--- config.mk ---
export PLATFORM = sky130hd
export DESIGN_NAME = sevseg_scan_engine
export DESIGN_NICKNAME = d
export VERILOG_FILES = /design/src/rtl/sevseg_pkg.sv /design/src/rtl/sevseg_glyph_rom.sv /design/src/rtl/sevseg_scan_engine.sv
export SDC_FILE = /design/constraint.sdc
export NUM_CORES = 1
export LEC_CHECK = 0
export BUFFER_PORTS_ARGS = -buffer_cell sky130_fd_sc_hd__buf_2
export CAP_MARGIN = 5
export CORE_AREA = 2 2 136 138
export CTS_CLUSTER_SIZE = 28
export DETAILED_ROUTE_END_ITERATION = 7
export DIE_AREA = 0 0 138 140
export GPL_TIMING_DRIVEN = 0
export PLACE_DENSITY_LB_ADDON = 0.2
export SLEW_MARGIN = 40
export SYNTH_ARGS = -nofsm -noshare
export SYNTH_HDL_FRONTEND = slang
export SYNTH_SLANG_ARGS = --single-unit
--- constraint.sdc ---
create_clock -name i_clk -period 4.55 [get_ports i_clk]
set_input_delay 0.2275 -clock i_clk [delete_from_list [all_inputs] [get_ports i_clk]]
set_output_delay 0.2275 -clock i_clk [all_outputs]
set_load 0.01 [all_outputs]
--- src/rtl/sevseg_pkg.sv ---
// Shared constants, types and helpers for the seven-segment scan engine.
package sevseg_pkg;

   localparam logic [7:0] ADDR_CTRL       = 8'h00;
   localparam logic [7:0] ADDR_DIGIT_EN   = 8'h04;
   localparam logic [7:0] ADDR_MODE       = 8'h08;
   localparam logic [7:0] ADDR_DP         = 8'h0C;
   localparam logic [7:0] ADDR_BLINK_MASK = 8'h10;
   localparam logic [7:0] ADDR_DATA0      = 8'h20;
   localparam logic [7:0] ADDR_STATUS     = 8'h30;

   // Segment bit order is g..a, bit0 = a, active-high.
   localparam logic [6:0] GLYPH_BLANK = 7'h00;
   localparam logic [6:0] GLYPH_MINUS = 7'h40;
   localparam logic [6:0] GLYPH_UNDER = 7'h08;

   typedef struct packed {
      logic [7:0] blink_div;
      logic [3:0] brightness;
      logic       enable;
   } ctrl_t;

   // Clocks per digit slot; never below one so the scan always advances.
   function automatic int unsigned slot_div(input int unsigned clk_hz,
                                            input int unsigned refresh_hz,
                                            input int unsigned digits);
      int unsigned d;
      d = clk_hz / (refresh_hz * digits);
      return (d == 0) ? 1 : d;
   endfunction

   function automatic logic [6:0] hex_glyph(input logic [3:0] nib);
      logic [6:0] g;
      case (nib)
         4'h0: g = 7'h3F;
         4'h1: g = 7'h06;
         4'h2: g = 7'h5B;
         4'h3: g = 7'h4F;
         4'h4: g = 7'h66;
         4'h5: g = 7'h6D;
         4'h6: g = 7'h7D;
         4'h7: g = 7'h07;
         4'h8: g = 7'h7F;
         4'h9: g = 7'h6F;
         4'hA: g = 7'h77;
         4'hB: g = 7'h7C;
         4'hC: g = 7'h39;
         4'hD: g = 7'h5E;
         4'hE: g = 7'h79;
         default: g = 7'h71;
      endcase
      return g;
   endfunction

endpackage

--- src/rtl/sevseg_glyph_rom.sv ---
// Character code to active-high segment pattern; polarity is applied by the caller.
module sevseg_glyph_rom
   import sevseg_pkg::*;
(
   input  logic       ascii_i,
   input  logic [7:0] code_i,
   output logic [6:0] seg_o
);

   logic [7:0] code_f;

   // Hex mode uses the low nibble; ASCII folds lowercase onto uppercase glyphs.
   always_comb begin
      code_f = code_i;
      if (code_i >= 8'h61 && code_i <= 8'h7A) code_f = code_i - 8'h20;
      seg_o = GLYPH_BLANK;
      if (!ascii_i) begin
         seg_o = hex_glyph(code_i[3:0]);
      end else if (code_f >= 8'h30 && code_f <= 8'h39) begin
         seg_o = hex_glyph(code_f[3:0]);
      end else begin
         case (code_f)
            8'h41: seg_o = 7'h77;
            8'h42: seg_o = 7'h7C;
            8'h43: seg_o = 7'h39;
            8'h44: seg_o = 7'h5E;
            8'h45: seg_o = 7'h79;
            8'h46: seg_o = 7'h71;
            8'h47: seg_o = 7'h3D;
            8'h48: seg_o = 7'h76;
            8'h49: seg_o = 7'h30;
            8'h4A: seg_o = 7'h1E;
            8'h4B: seg_o = 7'h75;
            8'h4C: seg_o = 7'h38;
            8'h4D: seg_o = 7'h37;
            8'h4E: seg_o = 7'h54;
            8'h4F: seg_o = 7'h3F;
            8'h50: seg_o = 7'h73;
            8'h51: seg_o = 7'h67;
            8'h52: seg_o = 7'h50;
            8'h53: seg_o = 7'h6D;
            8'h54: seg_o = 7'h78;
            8'h55: seg_o = 7'h3E;
            8'h56: seg_o = 7'h1C;
            8'h57: seg_o = 7'h2A;
            8'h58: seg_o = 7'h76;
            8'h59: seg_o = 7'h6E;
            8'h5A: seg_o = 7'h5B;
            8'h2D: seg_o = GLYPH_MINUS;
            8'h5F: seg_o = GLYPH_UNDER;
            default: seg_o = GLYPH_BLANK;
         endcase
      end
   end

endmodule

--- src/rtl/sevseg_scan_engine.sv ---
// N-digit multiplexed seven-segment engine with its own Wishbone register slave.
module sevseg_scan_engine
   import sevseg_pkg::*;
#(
   parameter int unsigned NUM_DIGITS  = 8,
   parameter int unsigned CLK_FREQ_HZ = 50000000,
   parameter int unsigned REFRESH_HZ  = 1000,
   parameter int unsigned ACTIVE_LOW  = 1
) (
   input  logic                  i_clk,
   input  logic                  i_rst,
   input  logic [7:0]            i_wb_adr,
   input  logic [31:0]           i_wb_dat,
   input  logic [3:0]            i_wb_sel,
   input  logic                  i_wb_we,
   input  logic                  i_wb_cyc,
   input  logic                  i_wb_stb,
   output logic [31:0]           o_wb_rdt,
   output logic                  o_wb_ack,
   output logic [NUM_DIGITS-1:0] o_an,
   output logic [6:0]            o_seg,
   output logic                  o_dp,
   output logic                  o_frame_tick
);

   localparam int unsigned N        = NUM_DIGITS;
   localparam int unsigned SLOT_DIV = slot_div(CLK_FREQ_HZ, REFRESH_HZ, NUM_DIGITS);
   localparam int unsigned PRE_W    = (SLOT_DIV > 1) ? $clog2(SLOT_DIV) : 1;
   localparam logic [PRE_W-1:0] PRE_TC   = PRE_W'(SLOT_DIV - 1);
   localparam logic [3:0]       IDX_LAST = 4'(N - 1);
   localparam logic             POL      = (ACTIVE_LOW != 0);

   ctrl_t           ctrl_q, ctrl_d;
   logic [N-1:0]    den_q, den_d, mode_q, mode_d, dp_q, dp_d, bmask_q, bmask_d;
   logic [7:0]      data_q [N];
   logic [7:0]      data_d [N];
   logic            ack_q;
   logic [31:0]     rdt_q, rdt_d;
   logic            wb_req, wb_wr;

   logic [PRE_W-1:0] pre_q, pre_d;
   logic [3:0]       idx_q, idx_d;
   logic [15:0]      frame_q, frame_d;
   logic [3:0]       pwm_q;
   logic [7:0]       half_q, half_d;
   logic             boff_q, boff_d;
   logic             tick_q, slot_tc, wrap;

   logic [N-1:0]    one_hot, an_q, an_d;
   logic            cur_en, cur_mode, cur_dp, cur_blink;
   logic [7:0]      cur_code;
   logic [6:0]      cur_glyph, seg_q, seg_d;
   logic            dp_q_pin, dp_d_pin;
   logic            pwm_on, blink_off, lit;

   function automatic logic [7:0] data_addr(input int i);
      return ADDR_DATA0 + 8'(4 * (i / 4));
   endfunction

   function automatic logic [N-1:0] upd_bits(input logic [N-1:0] old,
                                             input logic [31:0] dat,
                                             input logic [3:0] sel);
      logic [N-1:0] r;
      r = old;
      for (int b = 0; b < N; b++)
         if (sel[b / 8]) r[b] = dat[b];
      return r;
   endfunction

   assign wb_req = i_wb_cyc & i_wb_stb & ~ack_q;
   assign wb_wr  = wb_req & i_wb_we;

   // Register writes, byte-lane masked; they land on the same edge that raises ack.
   always_comb begin
      ctrl_d  = ctrl_q;
      den_d   = den_q;
      mode_d  = mode_q;
      dp_d    = dp_q;
      bmask_d = bmask_q;
      data_d  = data_q;
      if (wb_wr) begin
         case (i_wb_adr)
            ADDR_CTRL: begin
               if (i_wb_sel[0]) begin
                  ctrl_d.enable     = i_wb_dat[0];
                  ctrl_d.brightness = i_wb_dat[7:4];
               end
               if (i_wb_sel[2]) ctrl_d.blink_div = i_wb_dat[23:16];
            end
            ADDR_DIGIT_EN:   den_d   = upd_bits(den_q, i_wb_dat, i_wb_sel);
            ADDR_MODE:       mode_d  = upd_bits(mode_q, i_wb_dat, i_wb_sel);
            ADDR_DP:         dp_d    = upd_bits(dp_q, i_wb_dat, i_wb_sel);
            ADDR_BLINK_MASK: bmask_d = upd_bits(bmask_q, i_wb_dat, i_wb_sel);
            default: ;
         endcase
         for (int i = 0; i < N; i++)
            if (i_wb_adr == data_addr(i) && i_wb_sel[i % 4])
               data_d[i] = i_wb_dat[8*(i%4) +: 8];
      end
   end

   // Read mux; unmapped words and bits beyond NUM_DIGITS return zero.
   always_comb begin
      rdt_d = '0;
      if (wb_req && !i_wb_we) begin
         case (i_wb_adr)
            ADDR_CTRL:       rdt_d = {8'h00, ctrl_q.blink_div, 8'h00, ctrl_q.brightness,
                                      3'b000, ctrl_q.enable};
            ADDR_DIGIT_EN:   rdt_d = 32'(den_q);
            ADDR_MODE:       rdt_d = 32'(mode_q);
            ADDR_DP:         rdt_d = 32'(dp_q);
            ADDR_BLINK_MASK: rdt_d = 32'(bmask_q);
            ADDR_STATUS:     rdt_d = {frame_q, 12'h000, idx_q};
            default: ;
         endcase
         for (int i = 0; i < N; i++)
            if (i_wb_adr == data_addr(i)) rdt_d[8*(i%4) +: 8] = data_q[i];
      end
   end

   // Bus handshake and configuration registers.
   always_ff @(posedge i_clk or negedge i_rst) begin
      if (!i_rst) begin
         ack_q   <= 1'b0;
         rdt_q   <= '0;
         ctrl_q  <= '0;
         den_q   <= '0;
         mode_q  <= '0;
         dp_q    <= '0;
         bmask_q <= '0;
         for (int i = 0; i < N; i++) data_q[i] <= '0;
      end else begin
         ack_q   <= wb_req;
         rdt_q   <= rdt_d;
         ctrl_q  <= ctrl_d;
         den_q   <= den_d;
         mode_q  <= mode_d;
         dp_q    <= dp_d;
         bmask_q <= bmask_d;
         data_q  <= data_d;
      end
   end

   assign slot_tc = (pre_q == PRE_TC);
   assign wrap    = ctrl_q.enable & slot_tc & (idx_q == IDX_LAST);

   // Slot prescaler, scan index, frame counter and blink half-period tracking.
   always_comb begin
      pre_d   = '0;
      idx_d   = '0;
      frame_d = frame_q + {15'h0000, wrap};
      half_d  = half_q;
      boff_d  = boff_q;
      if (ctrl_q.enable) begin
         pre_d = slot_tc ? '0 : pre_q + 1'b1;
         idx_d = idx_q;
         if (slot_tc) idx_d = wrap ? 4'h0 : idx_q + 4'h1;
      end
      // A new divider restarts the blink phase so software sees a clean first half.
      if (ctrl_d.blink_div != ctrl_q.blink_div || ctrl_q.blink_div == 8'h00) begin
         half_d = '0;
         boff_d = 1'b0;
      end else if (wrap) begin
         if (half_q == ctrl_q.blink_div - 8'h01) begin
            half_d = '0;
            boff_d = ~boff_q;
         end else begin
            half_d = half_q + 8'h01;
         end
      end
   end

   // Scan timing state; the PWM counter free-runs independently of enable.
   always_ff @(posedge i_clk or negedge i_rst) begin
      if (!i_rst) begin
         pre_q   <= '0;
         idx_q   <= '0;
         frame_q <= '0;
         pwm_q   <= '0;
         half_q  <= '0;
         boff_q  <= 1'b0;
         tick_q  <= 1'b0;
      end else begin
         pre_q   <= pre_d;
         idx_q   <= idx_d;
         frame_q <= frame_d;
         pwm_q   <= pwm_q + 4'h1;
         half_q  <= half_d;
         boff_q  <= boff_d;
         tick_q  <= wrap;
      end
   end

   // Select the current digit's settings by scan index.
   always_comb begin
      one_hot   = '0;
      cur_en    = 1'b0;
      cur_mode  = 1'b0;
      cur_dp    = 1'b0;
      cur_blink = 1'b0;
      cur_code  = '0;
      for (int i = 0; i < N; i++) begin
         if (idx_q == 4'(i)) begin
            one_hot[i] = 1'b1;
            cur_en     = den_q[i];
            cur_mode   = mode_q[i];
            cur_dp     = dp_q[i];
            cur_blink  = bmask_q[i];
            cur_code   = data_q[i];
         end
      end
   end

   sevseg_glyph_rom u_glyph (
      .ascii_i (cur_mode),
      .code_i  (cur_code),
      .seg_o   (cur_glyph)
   );

   assign pwm_on    = (ctrl_q.brightness == 4'hF) | (pwm_q < ctrl_q.brightness);
   assign blink_off = boff_q & (ctrl_q.blink_div != 8'h00);
   assign lit       = ctrl_q.enable & cur_en & pwm_on & ~(cur_blink & blink_off);

   // Gate everything on lit, then apply pin polarity.
   always_comb begin
      an_d     = (lit ? one_hot : '0) ^ {N{POL}};
      seg_d    = (lit ? cur_glyph : GLYPH_BLANK) ^ {7{POL}};
      dp_d_pin = (lit & cur_dp) ^ POL;
   end

   // Registered pin stage; reset drives every pin to its inactive level.
   always_ff @(posedge i_clk or negedge i_rst) begin
      if (!i_rst) begin
         an_q     <= {N{POL}};
         seg_q    <= {7{POL}};
         dp_q_pin <= POL;
      end else begin
         an_q     <= an_d;
         seg_q    <= seg_d;
         dp_q_pin <= dp_d_pin;
      end
   end

   assign o_wb_ack     = ack_q;
   assign o_wb_rdt     = rdt_q;
   assign o_an         = an_q;
   assign o_seg        = seg_q;
   assign o_dp         = dp_q_pin;
   assign o_frame_tick = tick_q;

endmodule

Word-level counts from Yosys, hierarchy flattened
Memories as Yosys holds them, arrays and structs flattened.
Index checks and enable logic that the tools add are counted.
Widths: inputs -> output; s select.
{"block": "classes", "add_sub_neg": 7, "order_cmp": 5, "eq_ne": 19, "n_mux": 79, "n_bitwise": 18, "reduce_logical": 33}
{"operator": "$pmux 32 s6", "count": 1}
{"operator": "$mux 8", "count": 22}
{"operator": "$mux 13", "count": 4}
{"operator": "$mux 1", "count": 43}
{"operator": "$mux 32", "count": 1}
{"operator": "$mux 7", "count": 4}
{"operator": "$eq 8x6->1 const B", "count": 3}
{"operator": "$reduce_and 2->1", "count": 9}
{"operator": "$add 16x1->16", "count": 1}
{"operator": "$eq 4x3->1 const B", "count": 4}
{"operator": "$eq 8x4->1 const B", "count": 2}
{"operator": "$logic_not 8->1", "count": 2}
{"operator": "$reduce_and 3->1", "count": 5}
{"operator": "$add 13x1->13 const B", "count": 1}
{"operator": "$eq 13x13->1 const B", "count": 1}
{"operator": "$mux 4", "count": 3}
{"operator": "$and 1x1->1", "count": 11}
{"operator": "$logic_and 1x1->1", "count": 11}
{"operator": "$add 4x1->4 const B", "count": 2}
{"operator": "$add 8x1->8 const B", "count": 1}
{"operator": "$eq 4x2->1 const B", "count": 2}
{"operator": "$eq 8x3->1 const B", "count": 1}
{"operator": "$eq 8x5->1 const B", "count": 1}
{"operator": "$eq 8x8->1", "count": 1}
{"operator": "other kinds (21)", "count": 25}
{"block": "word_totals", "regBits": 205, "rom_bits": 1120, "in_bits": 49, "out_inout_bits": 50, "wordCells": 191, "mem_count": 3}
{"memory": "(name not given)", "words": 128, "width": 7, "read_ports": 1, "rd_ports_with_merged_regs": 0, "wr": 0, "line_no": "sevseg_glyph_rom.sv:22", "rtl": "case (code_f)"}
{"memory": "(name not given)", "words": 16, "width": 7, "read_ports": 1, "rd_ports_with_merged_regs": 0, "wr": 0, "line_no": "sevseg_pkg.sv:34", "rtl": "case (nib)"}
{"memory": "(name not given)", "words": 16, "width": 7, "read_ports": 1, "rd_ports_with_merged_regs": 0, "wr": 0, "line_no": "sevseg_pkg.sv:34"}

Logic depth before layout (Yosys ltp)
Gate-level depths: netlist (run 1).
{"block": "depth", "depth_word": 18, "mapped_depth": 16, "mapped_depth_nobuf": 13}

By module
Synthesis (run 1) repeated with hierarchy kept, for this count alone.
{"block": "hier_totals", "cells_unflattened": 1014, "hier_area_um2": 10712.8}
{"mod": "sevseg_scan_engine", "instances": 1, "cells_per_inst": 890, "area_each_um2": 9899.5}
{"mod": "sevseg_glyph_rom", "instances": 1, "cells_per_inst": 124, "area_each_um2": 813.3}

Least setup slack after synthesis (run 1)
No wires, ideal clock.
{"block": "synth_timing", "path_kind": "flip-flop to flip-flop", "from": "reg idx_q[0]", "to": "reg seg_q[2] (netlist: o_seg[2])", "t_arrival_ps": 3539, "required_time_ps": 4488, "path_slack_ps": 950, "stages_incl_launch_ff": 17, "path_buffers": 4, "synth_period_minus_slack_ps": 3600, "path_cell_list": "dfrtp_1 > inv_1 > ha_1 > clkbuf_1 > clkbuf_1 > clkbuf_1 > a221oi_1 > o21ai_0 > nand2_1 > inv_1 > ha_1 > clkbuf_1 > o21ai_0 > or4_1 > a31oi_1 > or4b_4 > o32a_1"}
{"block": "synth_between", "elab_chain_len": 18, "word_cells_on_any_way": 61}
{"element": "start, declared", "line_no": "sevseg_scan_engine.sv:42", "rtl": "logic [3:0] idx_q, idx_d;"}
{"element": "start signal, assigned", "line_no": "sevseg_scan_engine.sv:185", "rtl": "idx_q <= idx_d;"}
{"element": "$logic_not 4->1", "line_no": "sevseg_scan_engine.sv:203", "rtl": "if (idx_q == 4'(i)) begin"}
{"element": "$mux 8 (8 in series)", "line_no": "sevseg_scan_engine.sv:203"}
{"element": "$ge 8x7->1 / $le 8x7->1 (equally long branches)", "line_no": "sevseg_glyph_rom.sv:15", "rtl": "if (code_i >= 8'h61 && code_i <= 8'h7A) code_f = code_i - 8'h20;"}
{"element": "$logic_and 1x1->1", "line_no": "sevseg_glyph_rom.sv:15"}
{"element": "$mux 8", "line_no": "sevseg_glyph_rom.sv:15"}
{"element": "$mem_v2 128x7 (tied with other cells)"}
{"element": "$mux 7 / $logic_and 1x1->1 (equally long branches)", "line_no": "sevseg_glyph_rom.sv:22, sevseg_glyph_rom.sv:19"}
{"element": "$mux 7", "line_no": "sevseg_glyph_rom.sv:19", "rtl": "end else if (code_f >= 8'h30 && code_f <= 8'h39) begin"}
{"element": "$mux 7", "line_no": "sevseg_glyph_rom.sv:17", "rtl": "if (!ascii_i) begin"}
{"element": "$mux 7 (*)", "line_no": "sevseg_scan_engine.sv:227", "rtl": "seg_d = (lit ? cur_glyph : GLYPH_BLANK) ^ {7{POL}};"}
{"element": "$not 7->7 (no line) (*)"}
{"element": "via seg_d[2]", "line_no": "sevseg_scan_engine.sv:52", "rtl": "logic [6:0] cur_glyph, seg_q, seg_d;"}
{"element": "end signal, assigned", "line_no": "sevseg_scan_engine.sv:235", "rtl": "seg_q <= {7{POL}};"}
{"element": "end signal, assigned", "line_no": "sevseg_scan_engine.sv:239", "rtl": "seg_q <= seg_d;"}
{"element": "end, declared", "line_no": "sevseg_scan_engine.sv:52"}
The timed path passes the listed nets; every way through them passes the cells marked *.
A chain may end at the register's enable or synchronous reset.

Worst setup path after layout (run 1)
{"block": "layout_timing", "from": "reg idx_q[0]", "to": "reg seg_q[4] (netlist: o_seg[4])"}
Same word-level chain as after synthesis.

==> results of run 1 <==
[critical path, stage by stage (launching register included)]
cell and delay (ns):
sky130_fd_sc_hd__dfrtp_1 0.48, sky130_fd_sc_hd__ha_1 0.20, sky130_fd_sc_hd__clkbuf_1 0.27, sky130_fd_sc_hd__clkbuf_1 0.34, sky130_fd_sc_hd__nand3b_1 0.23, sky130_fd_sc_hd__a31oi_1 0.33, sky130_fd_sc_hd__o2111ai_1 0.21, sky130_fd_sc_hd__and2_1 0.31
sky130_fd_sc_hd__inv_1 0.19, sky130_fd_sc_hd__ha_1 0.32, sky130_fd_sc_hd__or4_1 0.19, sky130_fd_sc_hd__a31oi_1 0.11, sky130_fd_sc_hd__or4b_4 0.59, sky130_fd_sc_hd__o32a_1 0.40
[cell families (layout without fill, tap and decap cells)]
| logic type | Yosys count | in the layout | synth area share (%) |
|---|---|---|---|
| mux | 129 | 129 | 13.5 |
| flops | 205 | 205 | 48.6 |
| simple gates | 284 | 284 | 13.5 |
| compound gates | 219 | 219 | 14.5 |
| buf+inv | 84 | 245 | 3.09 |
| xor+xnor | 46 | 46 | 3.80 |
| fa+ha+maj | 25 | 25 | 2.95 |
[flip-flops by register name (all words and copies together), names as in the netlist]
name and count:
frame_q 16, pwm_q 4, o_an 8, o_wb_rdt 32, o_seg 7, boff_q 1
data_q 64, bmask_q 8, o_frame_tick 1, o_dp 1, den_q 8, ctrl_q 13
half_q 8, mode_q 8, o_wb_ack 1, dp_q 8, pre_q 13, idx_q 4
[final cells by class]
| class | instances | area [um^2] |
|---|---|---|
| Buffer | 53 | 216 |
| Clock buffer | 29 | 638 |
| Clock inverter | 13 | 161 |
| Fill cell | 1332 | 5290 |
| Inverter | 29 | 109 |
| Multi-Input combinational cell | 703 | 5150 |
| Sequential cell | 205 | 5150 |
| Tap cell | 229 | 287 |
| Timing Repair Buffer | 121 | 778 |
[worst min-delay path by stage]
| stage | from | end | slack (ns) | cells after the start |
|---|---|---|---|---|
| global route | i_wb_dat[17] | data_q[41] | 0.01 | 2 |
| floorplan | i_rst | bmask_q[0] | -0.07 | 0 |
| detailed placement | i_rst | data_q[51] | 0.15 | 1 |
| finish | i_wb_dat[17] | ctrl_q[6] | 0.01 | 2 |
| global placement | pwm_q[0] | pwm_q[0] | 0.47 | 1 |
| CTS | i_wb_dat[17] | ctrl_q[6] | 0.004 | 2 |
[metrics by stage]
step | setup slack, ns | setup TNS (ns)
2_1_floorplan | 0.950 | 0
3_3_place_gp | -0.284 | -13.64
3_5_place_dp | -0.379 | -2.28
4_1_cts | 0.0238 | 0
5_1_grt | 0.0676 | 0
6_report | 0.289 | 0
[cells in the final DEF, fill, tap and decap left out, types with 28 or more instances in the layout]
| cell type | Yosys | final |
|---|---|---|
| sky130_fd_sc_hd__a21oi_1 | 44 | 44 |
| sky130_fd_sc_hd__inv_1 | 28 | 28 |
| sky130_fd_sc_hd__xnor2_1 | 32 | 32 |
| sky130_fd_sc_hd__dfrtp_1 | 189 | 189 |
| sky130_fd_sc_hd__mux2_2 | 111 | 111 |
| sky130_fd_sc_hd__nand2_1 | 64 | 64 |
| sky130_fd_sc_hd__buf_2 | 4 | 101 |
| sky130_fd_sc_hd__o21ai_0 | 47 | 47 |
| sky130_fd_sc_hd__clkbuf_1 | 48 | 44 |
| sky130_fd_sc_hd__nand3_1 | 30 | 30 |
| sky130_fd_sc_hd__nor2_1 | 76 | 75 |
[per-layer routing]
layer,GRT usage [%],part of all wire [%]
met4,10.7,3.2
met2,48.6,46
met3,6.29,9.0
met1,43.5,42
met5,0,0
[timing repair]
| item | 4_1_cts | 5_1_grt |
|---|---|---|
| endpoints found under the hold margin | 107 | 0 |
| hold buffers | 18 | 0 |
| setup buffers | 0 | 2 |
| gates resized for setup | 2 | 7 |
| endpoints found under the setup margin | 7 | 7 |
[power breakdown]
group / switching [mW] / leakage, nW / internal, mW
Combinational: 0.0976 / 2.48 / 0.0593
Sequential: 0.00851 / 2.80 / 1.83
Clock: 0.780 / 0.382 / 1.17
Total: 0.886 / 5.67 / 3.06
==> load_flow_metrics.sql, run 1 <==
INSERT INTO impl_metrics (metric_group, metric, value, unit) VALUES
('routing', 'drtIter0Drc', '904', ''),
('sta', 'slew_viol_final', '0', ''),
('yosys', 'commonest_cells_post_synth', '189 x sky130_fd_sc_hd__dfrtp_1, 111 x sky130_fd_sc_hd__mux2_2, 76 x sky130_fd_sc_hd__nor2_1, 64 x sky130_fd_sc_hd__nand2_1, 48 x sky130_fd_sc_hd__clkbuf_1', ''),
('clock_network', 'clock_latency', '0.52', 'ns'),
('worst_setup_path', 'critical_path.endpoint_type', 'flip-flop', ''),
('worst_setup_path', 'timing.critical_path.from', 'idx_q[0]', ''),
('clock_network', 'cts_root_buffer', 'sky130_fd_sc_hd__clkbuf_16', ''),
('cells_and_area', 'post-route-cell-area', '12500', 'um^2'),
('yosys', 'synthesized_netlist_net_count', '1066', ''),
('job', 'maxCapViolations', '0', ''),
('yosys', 'synthDominantAreaCellType', 'sky130_fd_sc_hd__dfrtp_1', ''),
('routing', 'wirelength', '30100', 'um'),
('run_status', 'outcome', 'completed', ''),
('worst_setup_path', 'worst_r2r_startpoint', 'idx_q[0]', ''),
('power_and_ir_drop', 'cellLeakagePower', '5.67', 'nW'),
('clock_network', 'clock_transition_at_path_regs', '0.07', 'ns'),
('placement', 'hpwl', '21200', 'um'),
('worst_setup_path', 'critical_path_class', 'reg2reg', ''),
('die', 'effective_utilization_at_floorplan', '59.6', '%'),
('yosys', 'synthDistinctLibCells', '70', ''),
('routing', 'final_antenna_net_count', '0', ''),
('sta', 'rsz_0062_raised_after_global_routing', 'false', ''),
('yosys', 'netlist.area_leader.share', '44.6', '%'),
('global_routing', 'antenna_found_initial', '0', ''),
('sta', 'achievable-frequency', '235', 'MHz'),
('die', 'die_x', '138', 'um'),
('routing', 'via_per_inst', '6.37', ''),
('sta', 'tightest_pin_transition', '0.874', 'ns'),
('worst_setup_path', 'worst-endpoint-required', '4.99', 'ns'),
('routing', 'dr_total_vias', '8808', ''),
('yosys', 'synth.area.top_cells', 'sky130_fd_sc_hd__dfrtp_1 45%, sky130_fd_sc_hd__mux2_2 12%, sky130_fd_sc_hd__dfstp_2 4.0%', ''),
('placement', 'placedInstanceArea', '11500', 'um^2'),
('yosys', 'yosysWarningCount', '0', ''),
('yosys', 'ys_ff_latch', '205', ''),
('die', 'core.rowCount', '49', ''),
('yosys', 'postSynth.asyncResetShare', '100', '%'),
('yosys', 'ys_seq_area_share', '48.6', '%'),
('sta', 'finalCritPeriodShare', '93.7', '%'),
('worst_setup_path', 'timing.reg2reg.worst_path_depth', '13', ''),
('routing', 'drt_drc_violations_left', '0', ''),
('yosys', 'synth_enable_flop_cells', '0', ''),
('global_routing', 'largest_net_degree_at_the_start_of_global_routing', '75', ''),
('sta', 'skew', '0.0108', 'ns'),
('clock_network', 'clock-sinks', '205', ''),
('yosys', 'post_synth_inst_count', '992', ''),
('clock_network', 'numCtsBuffers', '23', ''),
('clock_network', 'max_clock_buf_depth', '3', ''),
('power_and_ir_drop', 'peakVddDrop', '0.000334', 'V'),
('cells_and_area', 'design.final.nets', '1210', ''),
('clock_network', 'ctsHtreeMaxLevel', '1', ''),
('placement', 'routabilityCongestion', '0.961', ''),
('yosys', 'ys.flop_type', 'sky130_fd_sc_hd__dfrtp_1', ''),
('cells_and_area', 'layout.cells.non_filler', '1382', ''),
('cells_and_area', 'antenna_cells', '0', ''),
('placement', 'port-buffer-count', '98', ''),
('cells_and_area', 'area_growth', '17.8', '%'),
('cells_and_area', 'fin_util', '70.2', '%'),
('global_routing', 'grt_pass1_vias', '8611', ''),
('sta', 'finalHoldWorstSlack', '0.0110', 'ns'),
('worst_setup_path', 'reg2reg_to', 'o_seg[4]', ''),
('cells_and_area', 'final_layout_size_suffix_gt1_share', '25.9', '%'),
('worst_setup_path', 'worstPathArrival', '4.70', 'ns'),
('yosys', 'avgSynthCellArea', '10.7', 'um^2'),
('sta', 'setup_violations', '0', ''),
('die', 'die_y', '140', 'um'),
('sta', 'final.min_clock_period', '4.26', 'ns'),
('global_routing', 'grt.total_usage', '31.0', '%'),
('clock_network', 'cts_tree', 'yes', ''),
('worst_setup_path', 'r2r_slack', '0.29', 'ns'),
('worst_setup_path', 'worst_setup_path_start_kind', 'flip-flop', ''),
('placement', 'placed_cells', '1322', '');
No activity file was read; power rests on OpenSTA's default activity.
==> run 2: changes to the inputs <==
--- a/config.mk
+++ b/config.mk
@@ -12,7 +12,9 @@
 export DETAILED_ROUTE_END_ITERATION = 7
 export DIE_AREA = 0 0 138 140
 export GPL_TIMING_DRIVEN = 0
+export HOLD_SLACK_MARGIN = 0.02
 export PLACE_DENSITY_LB_ADDON = 0.2
+export RECOVER_POWER = 25
 export SLEW_MARGIN = 40
 export SYNTH_ARGS = -nofsm -noshare
 export SYNTH_HDL_FRONTEND = slang
==> load_flow_metrics.sql, run 2 (same netlist as run 1, synthesis figures left out) <==
INSERT INTO impl_metrics (metric_group, metric, value, unit) VALUES
('worst_setup_path', 'worstPathArrival', '4.74', 'ns'),
('cells_and_area', 'mostFrequentLayoutCell', 'sky130_fd_sc_hd__dfrtp_1', ''),
('clock_network', 'clock_latency', '0.52', 'ns'),
('cells_and_area', 'antenna_cells', '0', ''),
('routing', 'final_antenna_net_count', '0', ''),
('cells_and_area', 'layout.cells.non_filler', '1391', ''),
('sta', 'rsz_0062_raised_after_global_routing', 'false', ''),
('global_routing', 'global_route.usage.met3', '6.29', '%'),
('sta', 'finalHoldWorstSlack', '0.0318', 'ns'),
('power_and_ir_drop', 'peakVddDrop', '0.000334', 'V'),
('sta', 'hold_viol_final', '0', ''),
('routing', 'dr_total_vias', '8843', ''),
('global_routing', 'largest_net_degree_at_the_start_of_global_routing', '75', ''),
('cells_and_area', 'area_growth', '18.4', '%'),
('worst_setup_path', 'worst-endpoint-required', '4.98', 'ns'),
('run_status', 'outcome', 'finished, violations left', ''),
('global_routing', 'grt.met2_usage', '48.9', '%'),
('global_routing', 'globalRoute.busiestLayer', 'met2', ''),
('sta', 'finalCritPeriodShare', '94.7', '%'),
('clock_network', 'numCtsBuffers', '23', ''),
('die', 'core.rowCount', '49', ''),
('placement', 'post-place-ws', '-0.379', 'ns'),
('power_and_ir_drop', 'cellLeakagePower', '5.69', 'nW'),
('routing', 'detailed_router_iteration_count_before_antenna_repair', '6', ''),
('routing', 'avgRoutedWirePerCell', '21.8', 'um'),
('global_routing', 'grt.total_usage', '31.2', '%'),
('global_routing', 'global_route.overflow_total', '0', ''),
('sta', 'setup_violations', '0', ''),
('sta', 'skew', '0.0150', 'ns'),
('die', 'fp.coreArea', '17800', 'um^2'),
('placement', 'routabilityCongestion', '0.961', ''),
('worst_setup_path', 'worst_setup_path_start_kind', 'flip-flop', ''),
('placement', 'placedInstanceArea', '11500', 'um^2'),
('clock_network', 'cts_root_buffer', 'sky130_fd_sc_hd__clkbuf_16', ''),
('global_routing', 'grt_pass1_wl', '48300', 'um'),
('die', 'die_x', '138', 'um'),
('placement', 'placed_cells', '1322', ''),
('cells_and_area', 'mostFrequentLayoutCells', '189 x sky130_fd_sc_hd__dfrtp_1, 111 x sky130_fd_sc_hd__mux2_2, 101 x sky130_fd_sc_hd__buf_2', ''),
('sta', 'fin_ws', '0.240', 'ns'),
('routing', 'drt_drc_violations_left', '0', ''),
('sta', 'achievable-frequency', '232', 'MHz'),
('clock_network', 'cts_tree', 'yes', ''),
('run_status', 'violations_in_the_final_reports', 'capacitance limit, slew limit', ''),
('sta', 'final.setup.tns', '0', 'ns'),
('placement', 'port-buffer-count', '98', ''),
('clock_network', 'clock_transition_at_path_regs', '0.06', 'ns'),
('sta', 'slew_viol_final', '44', ''),
('clock_network', 'ctsHtreeMaxLevel', '1', ''),
('clock_network', 'max_clock_buf_depth', '3', ''),
('cells_and_area', 'fin_util', '70.5', '%'),
('power_and_ir_drop', 'p_total', '3.95', 'mW'),
('clock_network', 'clock-sinks', '205', ''),
('worst_hold_path', 'timing.hold.worst.class', 'in2reg', ''),
('routing', 'via_per_inst', '6.36', ''),
('routing', 'wirelength', '30300', 'um'),
('die', 'floorplan.die_area', '19300', 'um^2'),
('die', 'die_y', '140', 'um'),
('worst_setup_path', 'critical_path_class', 'reg2reg', ''),
('worst_setup_path', 'critical_path.endpoint_type', 'flip-flop', ''),
('sta', 'worst_slew_margin_rel', '-64.7', '%'),
('global_routing', 'globalRouteMet1Util', '43.7', '%'),
('cells_and_area', 'largest_register_ffs', '64', ''),
('routing', 'drtIter0Drc', '879', ''),
('power_and_ir_drop', 'pwr_density_cell', '315', 'nW/um^2'),
('sta', 'tightest_pin_transition', '2.47', 'ns'),
('cells_and_area', 'post-route-cell-area', '12500', 'um^2'),
('worst_setup_path', 'largest_driver_fanout_on_the_critical_path', '10', ''),
('job', 'maxCapViolations', '1', ''),
('sta', 'final.min_clock_period', '4.31', 'ns'),
('cells_and_area', 'final_layout_size_suffix_gt1_share', '25.6', '%'),
('cells_and_area', 'design.final.nets', '1219', ''),
('die', 'effective_utilization_at_floorplan', '59.6', '%'),
('die', 'number_of_ports_placed_on_the_die_boundary', '99', ''),
('placement', 'hpwl', '21200', 'um'),
('cells_and_area', 'max_flop_register', 'data_q', ''),
('global_routing', 'antenna_found_initial', '0', ''),
('global_routing', 'grt_pass1_vias', '8655', '');
## run 2: changes by cell type in the layout (fill, tap and decap cells not counted)
cell,delta
sky130_fd_sc_hd__buf_16,-1
sky130_fd_sc_hd__buf_8,-1
sky130_fd_sc_hd__clkbuf_1,+1
sky130_fd_sc_hd__clkbuf_2,+1
sky130_fd_sc_hd__dlygate4sd3_1,+9
## run 2: worst max-delay path, stage by stage (launching register included)
cell and delay (ns):
sky130_fd_sc_hd__dfrtp_1 0.48, sky130_fd_sc_hd__ha_1 0.20, sky130_fd_sc_hd__clkbuf_1 0.27, sky130_fd_sc_hd__clkbuf_1 0.34, sky130_fd_sc_hd__nand3b_1 0.23, sky130_fd_sc_hd__a31oi_1 0.35, sky130_fd_sc_hd__o2111ai_1 0.23, sky130_fd_sc_hd__and2_1 0.32
sky130_fd_sc_hd__inv_1 0.19, sky130_fd_sc_hd__ha_1 0.32, sky130_fd_sc_hd__or4_1 0.19, sky130_fd_sc_hd__a31oi_1 0.11, sky130_fd_sc_hd__or4b_4 0.58, sky130_fd_sc_hd__o32a_1 0.40
## run 2: path summary, 6_finish.rpt
| check | start | to | slack, ns | depth (start not counted) |
|---|---|---|---|---|
| max | idx_q[0] | o_seg[4] | 0.24 | 13 |
| min | i_wb_dat[21] | data_q[45] | 0.03 | 2 |
| max reg2reg | idx_q[0] | o_seg[4] | 0.24 | 13 |
| min reg2reg | pwm_q[0] | pwm_q[0] | 0.48 | 1 |
| max in group asynchronous | i_rst | o_dp | 1.23 | 4 |
| min in group asynchronous | i_rst | o_wb_rdt[14] | 1.02 | 2 |
## run 2: where the power goes
group	total (mW)	switching (mW)	internal, mW	leakage [nW]
Clock	1.95	0.780	1.17	0.382
Sequential	1.84	0.00847	1.83	2.80
Combinational	0.160	0.0981	0.0614	2.50
## run 2: final cells by class
type,instances,area [um^2]
well taps,229,287
plain buffers,53,216
repair buffers,130,835
inverters,29,109
fillers,1326,5240
flip-flops and latches,205,5150
multi-input cells,703,5150
clock inverters,13,161
clock buffers,29,638
## run 2: metal layers
layer / share of wire (%) / up-vias
li1: - / 3956
met1: 42 / 4349
met2: 46 / 451
met3: 8.3 / 87
met4: 3.3 / 0
met5: 0 / -
## run 2: what timing repair did
| item | CTS | global route |
|---|---|---|
| pin swaps | 0 | 0 |
| hold buffers | 27 | 0 |
| setup buffers | 0 | 2 |
| endpoints found under the hold margin | 148 | 0 |
| setup endpoints to repair | 7 | 7 |
| gates resized for setup | 2 | 7 |
